File: src/rtl/core_pkg.sv
// Shared core definitions: opcode map, M-extension func7, forwarding encodings,
// MD sequencer states and the hazard tracker entry layout.
package core_pkg;

  localparam logic [6:0] OP_R      = 7'b0110011;
  localparam logic [6:0] OP_IMM    = 7'b0010011;
  localparam logic [6:0] OP_LOAD   = 7'b0000011;
  localparam logic [6:0] OP_STORE  = 7'b0100011;
  localparam logic [6:0] OP_BRANCH = 7'b1100011;
  localparam logic [6:0] OP_JAL    = 7'b1101111;
  localparam logic [6:0] OP_JALR   = 7'b1100111;
  localparam logic [6:0] OP_LUI    = 7'b0110111;
  localparam logic [6:0] OP_AUIPC  = 7'b0010111;

  localparam logic [6:0] FUNC7_MULDIV = 7'b0000001;

  localparam logic [1:0] FWD_RF  = 2'd0;
  localparam logic [1:0] FWD_EX  = 2'd1;
  localparam logic [1:0] FWD_MEM = 2'd2;

  typedef enum logic {
    IDLE    = 1'b0,
    MD_BUSY = 1'b1
  } md_state_e;

  typedef struct packed {
    logic       v;
    logic [4:0] rd;
    logic       ld;
  } trk_entry_t;

  // A source only matches a live, non-x0 destination it actually reads.
  function automatic logic src_match(trk_entry_t e, logic [4:0] src, logic used);
    return used && e.v && (src != 5'd0) && (e.rd == src);
  endfunction

  function automatic logic [1:0] fwd_sel(trk_entry_t ex_e, trk_entry_t mem_e, trk_entry_t wb_e,
                                         logic [4:0] src, logic used);
    logic [1:0] sel;
    if (src_match(ex_e, src, used) && !ex_e.ld) begin
      sel = FWD_EX;
    end else if (src_match(mem_e, src, used)) begin
      sel = FWD_MEM;
    end else if (src_match(wb_e, src, used)) begin
      sel = FWD_RF;   // register file writes through in WB
    end else begin
      sel = FWD_RF;
    end
    return sel;
  endfunction

endpackage

File: src/rtl/hazard_ctrl_if.sv
// ID-stage request and hazard-control response bundle between the core and hazard_ctrl.
interface hazard_ctrl_if;
  logic       id_valid;
  logic [6:0] id_opcode;
  logic [6:0] id_func7;
  logic [4:0] id_rs1;
  logic [4:0] id_rs2;
  logic [4:0] id_rd;
  logic       br_taken;
  logic       stall;
  logic       bubble_ex;
  logic       hold_ex;
  logic       flush;
  logic [1:0] fwd_a;
  logic [1:0] fwd_b;
  logic       md_busy;

  modport master (
    output id_valid, id_opcode, id_func7, id_rs1, id_rs2, id_rd, br_taken,
    input  stall, bubble_ex, hold_ex, flush, fwd_a, fwd_b, md_busy
  );

  modport slave (
    input  id_valid, id_opcode, id_func7, id_rs1, id_rs2, id_rd, br_taken,
    output stall, bubble_ex, hold_ex, flush, fwd_a, fwd_b, md_busy
  );
endinterface

File: src/rtl/hazard_src_decode.sv
// Classifies the ID instruction: which sources it reads, whether it writes rd,
// and whether it is a load or a multi-cycle MUL/DIV.
module hazard_src_decode
  import core_pkg::*;
(
  input  logic [6:0] opcode,
  input  logic [6:0] func7,
  input  logic [4:0] rd,
  output logic       uses_rs1,
  output logic       uses_rs2,
  output logic       writes_rd,
  output logic       is_load,
  output logic       is_md
);

  logic writes_raw_s;

  // Operand usage and destination class per opcode
  always_comb begin
    uses_rs1     = 1'b0;
    uses_rs2     = 1'b0;
    writes_raw_s = 1'b1;
    case (opcode)
      OP_R: begin
        uses_rs1 = 1'b1;
        uses_rs2 = 1'b1;
      end
      OP_IMM, OP_LOAD, OP_JALR: begin
        uses_rs1 = 1'b1;
      end
      OP_STORE, OP_BRANCH: begin
        uses_rs1     = 1'b1;
        uses_rs2     = 1'b1;
        writes_raw_s = 1'b0;
      end
      default: begin
        uses_rs1 = 1'b0;
      end
    endcase
  end

  assign writes_rd = writes_raw_s && (rd != 5'd0);
  assign is_load   = (opcode == OP_LOAD);
  assign is_md     = (opcode == OP_R) && (func7 == FUNC7_MULDIV);

endmodule

File: src/rtl/hazard_ctrl.sv
// Pipeline hazard controller: tracks EX/MEM/WB destinations, raises load-use
// stalls, registered forwarding selects, branch flushes and MUL/DIV EX holds.
module hazard_ctrl
  import core_pkg::*;
#(
  parameter int MD_LAT = 8
) (
  input  logic          clk,
  input  logic          rst,
  hazard_ctrl_if.slave  hif
);

  localparam logic [3:0] CNT_INIT = (MD_LAT > 1) ? 4'(MD_LAT - 2) : 4'd0;
  localparam logic       MD_HOLDS = (MD_LAT > 1) ? 1'b1 : 1'b0;

  logic       uses_rs1_s, uses_rs2_s, writes_rd_s, is_load_s, is_md_s;
  logic       use1_s, use2_s, load_use_s;
  logic       flush_s, stall_s, bubble_s, hold_s, issue_s, md_enter_s;
  trk_entry_t ex_r, mem_r, wb_r, id_entry_s;
  logic [1:0] fwd_a_r, fwd_b_r;
  logic [1:0] fwd_a_nxt_s, fwd_b_nxt_s;
  md_state_e  state_r, state_nxt_s;
  logic [3:0] cnt_r, cnt_nxt_s;
  logic       md_busy_r;

  hazard_src_decode u_dec (
    .opcode    (hif.id_opcode),
    .func7     (hif.id_func7),
    .rd        (hif.id_rd),
    .uses_rs1  (uses_rs1_s),
    .uses_rs2  (uses_rs2_s),
    .writes_rd (writes_rd_s),
    .is_load   (is_load_s),
    .is_md     (is_md_s)
  );

  assign use1_s     = hif.id_valid && uses_rs1_s;
  assign use2_s     = hif.id_valid && uses_rs2_s;
  assign load_use_s = ex_r.ld && (src_match(ex_r, hif.id_rs1, use1_s) ||
                                  src_match(ex_r, hif.id_rs2, use2_s));

  // A redirect during an MD hold cannot be legal, so it is dropped there.
  assign flush_s    = rst && hif.br_taken && !md_busy_r;
  assign stall_s    = rst && !flush_s && (load_use_s || md_busy_r);
  assign bubble_s   = rst && !flush_s && !md_busy_r && load_use_s;
  assign hold_s     = rst && md_busy_r;
  assign issue_s    = hif.id_valid && !stall_s && !flush_s;
  assign md_enter_s = issue_s && is_md_s && !hold_s && MD_HOLDS;

  assign id_entry_s.v  = issue_s && writes_rd_s;
  assign id_entry_s.rd = hif.id_rd;
  assign id_entry_s.ld = is_load_s;

  assign fwd_a_nxt_s = issue_s ? fwd_sel(ex_r, mem_r, wb_r, hif.id_rs1, use1_s) : FWD_RF;
  assign fwd_b_nxt_s = issue_s ? fwd_sel(ex_r, mem_r, wb_r, hif.id_rs2, use2_s) : FWD_RF;

  // Destination tracker and forwarding selects, advancing in step with ID/EX
  always_ff @(posedge clk or negedge rst) begin
    if (!rst) begin
      ex_r    <= '0;
      mem_r   <= '0;
      wb_r    <= '0;
      fwd_a_r <= FWD_RF;
      fwd_b_r <= FWD_RF;
    end else if (!hold_s) begin
      ex_r    <= id_entry_s;
      mem_r   <= ex_r;
      wb_r    <= mem_r;
      fwd_a_r <= fwd_a_nxt_s;
      fwd_b_r <= fwd_b_nxt_s;
    end else begin
      mem_r   <= '0;
      wb_r    <= mem_r;
    end
  end

  // MD sequencer state register
  always_ff @(posedge clk or negedge rst) begin
    if (!rst) begin
      state_r   <= IDLE;
      cnt_r     <= 4'd0;
      md_busy_r <= 1'b0;
    end else begin
      state_r   <= state_nxt_s;
      cnt_r     <= cnt_nxt_s;
      md_busy_r <= (state_nxt_s == MD_BUSY);
    end
  end

  // MD sequencer next state: busy for MD_LAT-1 cycles after the op enters EX
  always_comb begin
    state_nxt_s = state_r;
    cnt_nxt_s   = cnt_r;
    case (state_r)
      IDLE: begin
        if (md_enter_s) begin
          state_nxt_s = MD_BUSY;
          cnt_nxt_s   = CNT_INIT;
        end else begin
          state_nxt_s = IDLE;
        end
      end
      MD_BUSY: begin
        if (cnt_r == 4'd0) begin
          state_nxt_s = IDLE;
        end else begin
          cnt_nxt_s = cnt_r - 4'd1;
        end
      end
      default: begin
        state_nxt_s = IDLE;
        cnt_nxt_s   = 4'd0;
      end
    endcase
  end

  assign hif.stall     = stall_s;
  assign hif.bubble_ex = bubble_s;
  assign hif.hold_ex   = hold_s;
  assign hif.flush     = flush_s;
  assign hif.fwd_a     = fwd_a_r;
  assign hif.fwd_b     = fwd_b_r;
  assign hif.md_busy   = md_busy_r;

endmodule

File: src/flat_wrapper.sv
// flat-port wrapper written by rule: the top's interface ports become plain ports
module hazard_ctrl_flat import core_pkg::*;
#(
  parameter int MD_LAT = 8
)
  (clk, rst, hif_id_valid, hif_id_opcode, hif_id_func7, hif_id_rs1, hif_id_rs2, hif_id_rd, hif_br_taken, hif_stall, hif_bubble_ex, hif_hold_ex, hif_flush, hif_fwd_a, hif_fwd_b, hif_md_busy);
  hazard_ctrl_if hif_i ();
  input  logic clk;
  input  logic rst;
  input wire logic [$bits(hif_i.id_valid)-1:0] hif_id_valid;
  input wire logic [$bits(hif_i.id_opcode)-1:0] hif_id_opcode;
  input wire logic [$bits(hif_i.id_func7)-1:0] hif_id_func7;
  input wire logic [$bits(hif_i.id_rs1)-1:0] hif_id_rs1;
  input wire logic [$bits(hif_i.id_rs2)-1:0] hif_id_rs2;
  input wire logic [$bits(hif_i.id_rd)-1:0] hif_id_rd;
  input wire logic [$bits(hif_i.br_taken)-1:0] hif_br_taken;
  output wire logic [$bits(hif_i.stall)-1:0] hif_stall;
  output wire logic [$bits(hif_i.bubble_ex)-1:0] hif_bubble_ex;
  output wire logic [$bits(hif_i.hold_ex)-1:0] hif_hold_ex;
  output wire logic [$bits(hif_i.flush)-1:0] hif_flush;
  output wire logic [$bits(hif_i.fwd_a)-1:0] hif_fwd_a;
  output wire logic [$bits(hif_i.fwd_b)-1:0] hif_fwd_b;
  output wire logic [$bits(hif_i.md_busy)-1:0] hif_md_busy;
  assign hif_i.id_valid = hif_id_valid;
  assign hif_i.id_opcode = hif_id_opcode;
  assign hif_i.id_func7 = hif_id_func7;
  assign hif_i.id_rs1 = hif_id_rs1;
  assign hif_i.id_rs2 = hif_id_rs2;
  assign hif_i.id_rd = hif_id_rd;
  assign hif_i.br_taken = hif_br_taken;
  assign hif_stall = hif_i.stall;
  assign hif_bubble_ex = hif_i.bubble_ex;
  assign hif_hold_ex = hif_i.hold_ex;
  assign hif_flush = hif_i.flush;
  assign hif_fwd_a = hif_i.fwd_a;
  assign hif_fwd_b = hif_i.fwd_b;
  assign hif_md_busy = hif_i.md_busy;
  hazard_ctrl #(.MD_LAT(MD_LAT)) u_core (.clk(clk), .rst(rst), .hif(hif_i));
endmodule
File: config.mk
export PLATFORM = sky130hd
export DESIGN_NAME = hazard_ctrl_flat
export DESIGN_NICKNAME = d
export VERILOG_FILES = /design/src/rtl/core_pkg.sv /design/src/rtl/hazard_ctrl_if.sv /design/src/rtl/hazard_src_decode.sv /design/src/rtl/hazard_ctrl.sv /design/src/flat_wrapper.sv
export SDC_FILE = /design/constraint.sdc
export NUM_CORES = 1
export LEC_CHECK = 0
export CORE_AREA = 2 2 61 63
export DETAILED_ROUTE_END_ITERATION = 16
export DIE_AREA = 0 0 63 65
export PLACE_DENSITY = 0.69
export REMOVE_ABC_BUFFERS = 1
export SLEW_MARGIN = 15
export SYNTH_ARGS = -nofsm -noshare
export SYNTH_HDL_FRONTEND = slang
export SYNTH_SLANG_ARGS = --single-unit
File: constraint.sdc
create_clock -name clk -period 2.7 [get_ports clk]
set_clock_uncertainty 0.15 [all_clocks]
set_input_delay 0.27 -clock clk [delete_from_list [all_inputs] [get_ports clk]]
set_output_delay 0.27 -clock clk [all_outputs]
set_load 0.005 [all_outputs]
==> results of run 1 <==
## per-layer routing
| layer | vias to the layer above | GRT usage | part of all wire |
|---|---|---|---|
| met3 | 4 | 0.0330 | 0.035 |
| met5 | - | 0 | 0 |
| met4 | 0 | 0.0556 | 0.0069 |
| met2 | 24 | 0.356 | 0.53 |
| met1 | 656 | 0.231 | 0.43 |
| li1 | 657 | - | - |
## sequential cells by signal, summed over array words and instances (netlist names)
signal / cells
u_core.mem_r: 6
u_core.state_r: 1
u_core.hif.fwd_a: 2
u_core.cnt_r: 4
u_core.hif.fwd_b: 2
u_core.ex_r: 7
## layout make-up
class                   count  area, sq um
fillers                   313         1310
flip-flops and latches     22          553
repair buffers             76          664
clock buffers               4         36.3
well taps                  48         60.1
inverters                   6         22.5
multi-input cells         111          846
## worst max-delay path, delay by kind of cell
| kind | cells | cell delay [ps] |
|---|---|---|
| and+or+nand+nor | 4 | 890 |
| xor gates and xnor gates | 1 | 190 |
| buffers and inverters | 3 | 720 |
| AOI/OAI and AO/OA | 1 | 170 |
## what timing repair did
item / CTS / global route
endpoints found under the hold margin: 0 / 0
resized for setup: 13 / 12
cloned: 0 / 0
buffers inserted: 4 / 4
pin swaps: 4 / 3
setup endpoints to repair: 2 / 2
## synth_stat cells, types with 2 or more instances
cell type and count:
a21oi_1 3, a22o_1 2, and2_1 7, and3_1 4, clkbuf_1 3, dfrtp_1 22, ha_1 2, inv_1 6
nand2_1 23, nand3_1 2, nor2_1 5, nor3_1 9, nor4_1 3, o21a_1 2, o21ai_0 3, or4_1 4
xnor2_1 6, xor2_1 15
## worst min-delay path by stage
stage	slack, ps	to	start
global placement	350	u_core.hif.fwd_b[0]$_DFFE_PN0N_	u_core.hif.fwd_b[0]$_DFFE_PN0N_
finish	120	u_core.hif.fwd_b[1]$_DFFE_PN0N_	rst
global route	130	u_core.state_r$_DFF_PN0_	rst
CTS	120	u_core.hif.fwd_b[1]$_DFFE_PN0N_	rst
floorplan	-180	u_core.cnt_r[0]$_DFFE_PN0P_	rst
detailed placement	350	u_core.hif.fwd_a[1]$_DFFE_PN0N_	u_core.hif.fwd_a[1]$_DFFE_PN0N_
## power groups by stage
stage,combinational (W),sequential (W),clock [W]
after global routing,0.000179,0.000358,0.000197
after detailed placement,0.000149,0.000362,0
after floorplan,0.0000512,0.000359,0
final,0.000164,0.000357,0.000173
after CTS,0.000155,0.000357,0.000183
after global placement,0.000145,0.000361,0
## stage by stage
| step | instances | worst slack, ps | hold slack (ps) | setup TNS (ps) |
|---|---|---|---|---|
| floorplan | 139 | 340 | -176 | 0 |
| global placement | 255 | -280 | 346 | -548 |
| detailed placement | 255 | -282 | 351 | -603 |
| CTS | 263 | -90.2 | 116 | -90.2 |
| global route | 267 | -99.4 | 134 | -137 |
| finish | 267 | 20.4 | 117 | 0 |
## logic make-up (layout without fill, tap and decap cells)
| logic type | count (synthesis) | in the layout | share of synthesized area |
|---|---|---|---|
| flops | 22 | 22 | 0.410 |
| mux | 2 | 2 | 0.0196 |
| compound gates | 20 | 20 | 0.117 |
| xor+xnor | 21 | 21 | 0.137 |
| buf+inv | 9 | 86 | 0.0252 |
| simple gates | 66 | 66 | 0.272 |
| fa+ha+maj | 2 | 2 | 0.0186 |
==> impl_metrics.toml, run 1 <==
[layout]
fin_nets = 255
area_growth_pct = 62.5
mostFrequentLayoutCells = "37 x clkdlybuf4s50_1, 35 x buf_4, 23 x nand2_1"
insertedDiodeCount = 0
final_util = 0.624
drive_gt1_frac = 0.279
design_area_sq_mm = 0.00218
mostFrequentLayoutCell = "clkdlybuf4s50_1"

[grt]
grt_pass1_vias = 1386
overflow = 0
grt_antenna_before_repair = 0
grt_pass1_wl_mm = 6.18
grt_max_degree = 13
track_usage = 0.194

[synth]
syn_area_per_cell_sq_um = 9.45
synthFlopType = "dfrtp_1"
synth_top_cell_by_area = "dfrtp_1"
synth_cell_types = 39
synth.area.top_cells = "dfrtp_1 41%, xor2_1 9.8%, nand2_1 6.4%"
synth_seq_cells = 22
synth_edf_count = 0
yosysWarnings = 0
async_flop_share = 1.00
yosysSeqAreaShare = 0.410
synth_top_area_frac = 0.410
synthCells = 142
netlist_area_sq_mm = 0.00134

[detailed_routing]
ant_nets = 0
wl_per_cell_microns = 14.7
wirelength_mm = 3.93
drtIter0Drc = 46
drtPass1Iterations = 4
routed_via_density = 5.02
drt_drc_violations_left = 0
routed-via-count = 1341

[sta]
worstMarginPinSlew_ps = 428
slew_headroom = 0.714
rsz0062_at_grt = "yes"
fmaxAchievable_mhz = 373
hold_viol_final = 0
period_share = 0.992
finalSetupViolations = 0
min_period_ps = 2680
drv_slew = 0

[worst_setup_path]
reg2reg_to = "u_core.cnt_r[1]$_DFFE_PN0P_"
critPathArrivalTime_ps = 2260
path_class = "in2out"
crit_start = "hif_id_rs2[3]"
rr_worst_depth = 8
end_kind = "output port"
r2r-start = "u_core.ex_r[4]$_DFFE_PN0N_"
slowest_delay_ps = 460
worstPathCellList = "clkdlybuf4s50_1, xor2_1, nor4_2, and3_4, o2bb2a_4, buf_4, nand3b_1, nor3_2, buf_2"
reg2reg_slack_ps = 170
cpMaxStageDelayCell = "clkdlybuf4s50_1"
start_kind = "input pin"
crit_path_max_fanout = 3
crit_end = "hif_bubble_ex"
cp.required_ps = 2280

[die]
core_area_sq_mm = 0.00350
die_w_microns = 63
io_pins = 42
die_area_sq_mm = 0.00410
row_count = 22
die_h_microns = 65
initial_core_util = 0.384

[clocking]
ctsRootBufferMaster = "clkbuf_4"
cts_hold_buffers = 0
cts_tree = "built"
clock_latency_ps = 300
clk_pin_slew_ps = 110
cts_sinks = 22
clk_path_buf_depth = 2
htree_levels = 1
cts_buffers = 3

[placement]
port_buffers = 41
gp_congestion = 0.814
place_area_sq_mm = 0.00200
dp_hpwl_mm = 2.89

[min_path]
hp-class = "in2async"

[pwr]
p_sw_w = 0.000171
p_int_w = 0.000522
powerDensity_mw_per_mm2 = 318
pwr-share-clk = 0.250
power_w = 0.000693
peakVddDrop_v = 0.000274
p_sw_frac = 0.247
p_comb_frac = 0.236
seq_power_share = 0.514
p_leak_nw = 0.959

[run_status]
run_status = "completed"

[run]
maxCapViolCount = 0
No activity file was read; power rests on OpenSTA's default activity.
==> run 2, diff against run 1 <==
- CORE_AREA: 2 2 61 63 -> 2 2 47 82
- DIE_AREA: 0 0 63 65 -> 0 0 49 84
==> run 2 against run 1 <==
Cell area down 0.46%. Core utilization down 0.71 points. Largest power group unchanged. Sequential cell count unchanged. Critical endpoint unchanged. Maximum frequency up 1.0%. Clock-buffer cell count down 1. Wire length down 2.4%. Register-to-register slack better by 90 ps. Final cell count down 1.9%.
==> impl_metrics.toml, run 2 (synthesized netlist as in run 1, its figures left out) <==
[worst_setup_path]
end_kind = "output port"
cp.required_ps = 2280
start_kind = "input pin"
critPathArrivalTime_ps = 2230
path_class = "in2out"
crit_path_max_fanout = 3

[clocking]
cts_hold_buffers = 0
cts_sinks = 22
clk_pin_slew_ps = 70
cts_tree = "built"
cts_buffers = 3
clk_path_buf_depth = 2
htree_levels = 1
ctsRootBufferMaster = "clkbuf_8"
clock_latency_ps = 250

[grt]
grt_max_degree = 13
track_usage = 0.197
grt_antenna_before_repair = 0
grt_pass1_vias = 1435
grt_pass1_wl_mm = 6.27
overflow = 0

[sta]
finalSetupTns_ps = 0
finalSetupViolations = 0
hold_viol_final = 0
slew_headroom = 0.772
drv_slew = 0
period_share = 0.982
fmaxAchievable_mhz = 377
whs_ps = 128
min_period_ps = 2650
worstMarginPinSlew_ps = 340

[placement]
dp_hpwl_mm = 3.15
port_buffers = 41
gp_congestion = 0.813

[layout]
largest_reg_flops = 7
mostFrequentLayoutCell = "clkdlybuf4s50_1"
max_flop_register = "u_core.ex_r"
multi_input_area_sq_um = 833
mostFrequentLayoutCells = "35 x clkdlybuf4s50_1, 33 x buf_4, 23 x nand2_1"
drive_gt1_frac = 0.250
reg_top3 = "u_core.ex_r (7), u_core.mem_r (6), u_core.cnt_r (4)"
ff_latch_area_sq_um = 551
insertedDiodeCount = 0
num-fill-cells = 315
fin_nets = 253
area_growth_pct = 61.8

[die]
initial_core_util = 0.381
core_area_sq_mm = 0.00352
io_pins = 42
die_area_sq_mm = 0.00412
row_count = 29
die_h_microns = 84
die_w_microns = 49

[detailed_routing]
wl_per_cell_microns = 14.6
drtIter0Drc = 13
routed_via_density = 5.05
wirelength_mm = 3.83
routed-via-count = 1322
drtPass1Iterations = 4
ant_nets = 0
drt_drc_violations_left = 0

[run_status]
run_status = "completed"

[pwr]
peakVddDrop_v = 0.000314
powerDensity_mw_per_mm2 = 326
p_leak_nw = 0.979

[run]
maxCapViolCount = 0

[min_path]
hp-class = "in2async"
[run 2: final timing paths]
check	start	to	slack, ps	cells after the start
worst min register to register	u_core.hif.fwd_a[0]$_DFFE_PN0N_	u_core.hif.fwd_a[0]$_DFFE_PN0N_	360	2
worst min-delay path	rst	u_core.state_r$_DFF_PN0_	130	1
max in group asynchronous	rst	u_core.ex_r[4]$_DFFE_PN0N_	1820	2
worst max-delay path	hif_id_opcode[2]	hif_bubble_ex	50	8
worst max register to register	u_core.state_r$_DFF_PN0_	u_core.cnt_r[0]$_DFFE_PN0P_	260	6
min in group clk	u_core.hif.fwd_a[0]$_DFFE_PN0N_	u_core.hif.fwd_a[0]$_DFFE_PN0N_	360	2
[run 2: critical path, cell delays in order]
cell and delay, ps:
clkdlybuf4s50_1 450, nand4bb_2 330, nor2_2 220, o221ai_4 140, o2bb2a_4 250, nand3b_1 190, nor3_2 140, clkdlybuf4s15_1 250
[run 2: power breakdown]
part | internal, W | total [W] | switching [W]
Sequential | 0.000343 | 0.000356 | 0.0000135
Combinational | 0.0000951 | 0.000159 | 0.0000639
Clock | 0.0000993 | 0.000193 | 0.0000937
Total | 0.000537 | 0.000708 | 0.000171
[run 2: layout make-up]
class,count,area share
multi-input combinational,111,0.384
sequential,22,0.253
clock buffer,3,0.0190
inverter,6,0.0104
tap,46,0.0265
timing repair buffer,74,0.307
[run 2: metrics by stage]
step,cells,setup WS (ps),power (W),util,area (sq um)
final,262,47.7,0.000708,0.617,2170
after detailed placement,257,-438,0.000515,0.577,2030
after global placement,257,-349,0.000511,0.577,2030
after floorplan,139,340,0.000410,-,1330
after global routing,262,-25.4,0.000742,0.617,2170
after CTS,260,1.59,0.000712,0.598,2100
[run 2: what timing repair did]
action / CTS / global route
setup buffers: 0 / 2
cloned: 0 / 0
pin swaps: 4 / 7
gates resized for setup: 9 / 11
setup endpoints to repair: 2 / 2
[run 2: per-layer routing]
layer	vias up	global-route usage	wire length [microns]
li1	651	-	-
met1	632	0.192	1440
met2	29	0.376	2160
met3	10	0.0376	129
met4	0	0.0987	104
met5	-	0	0
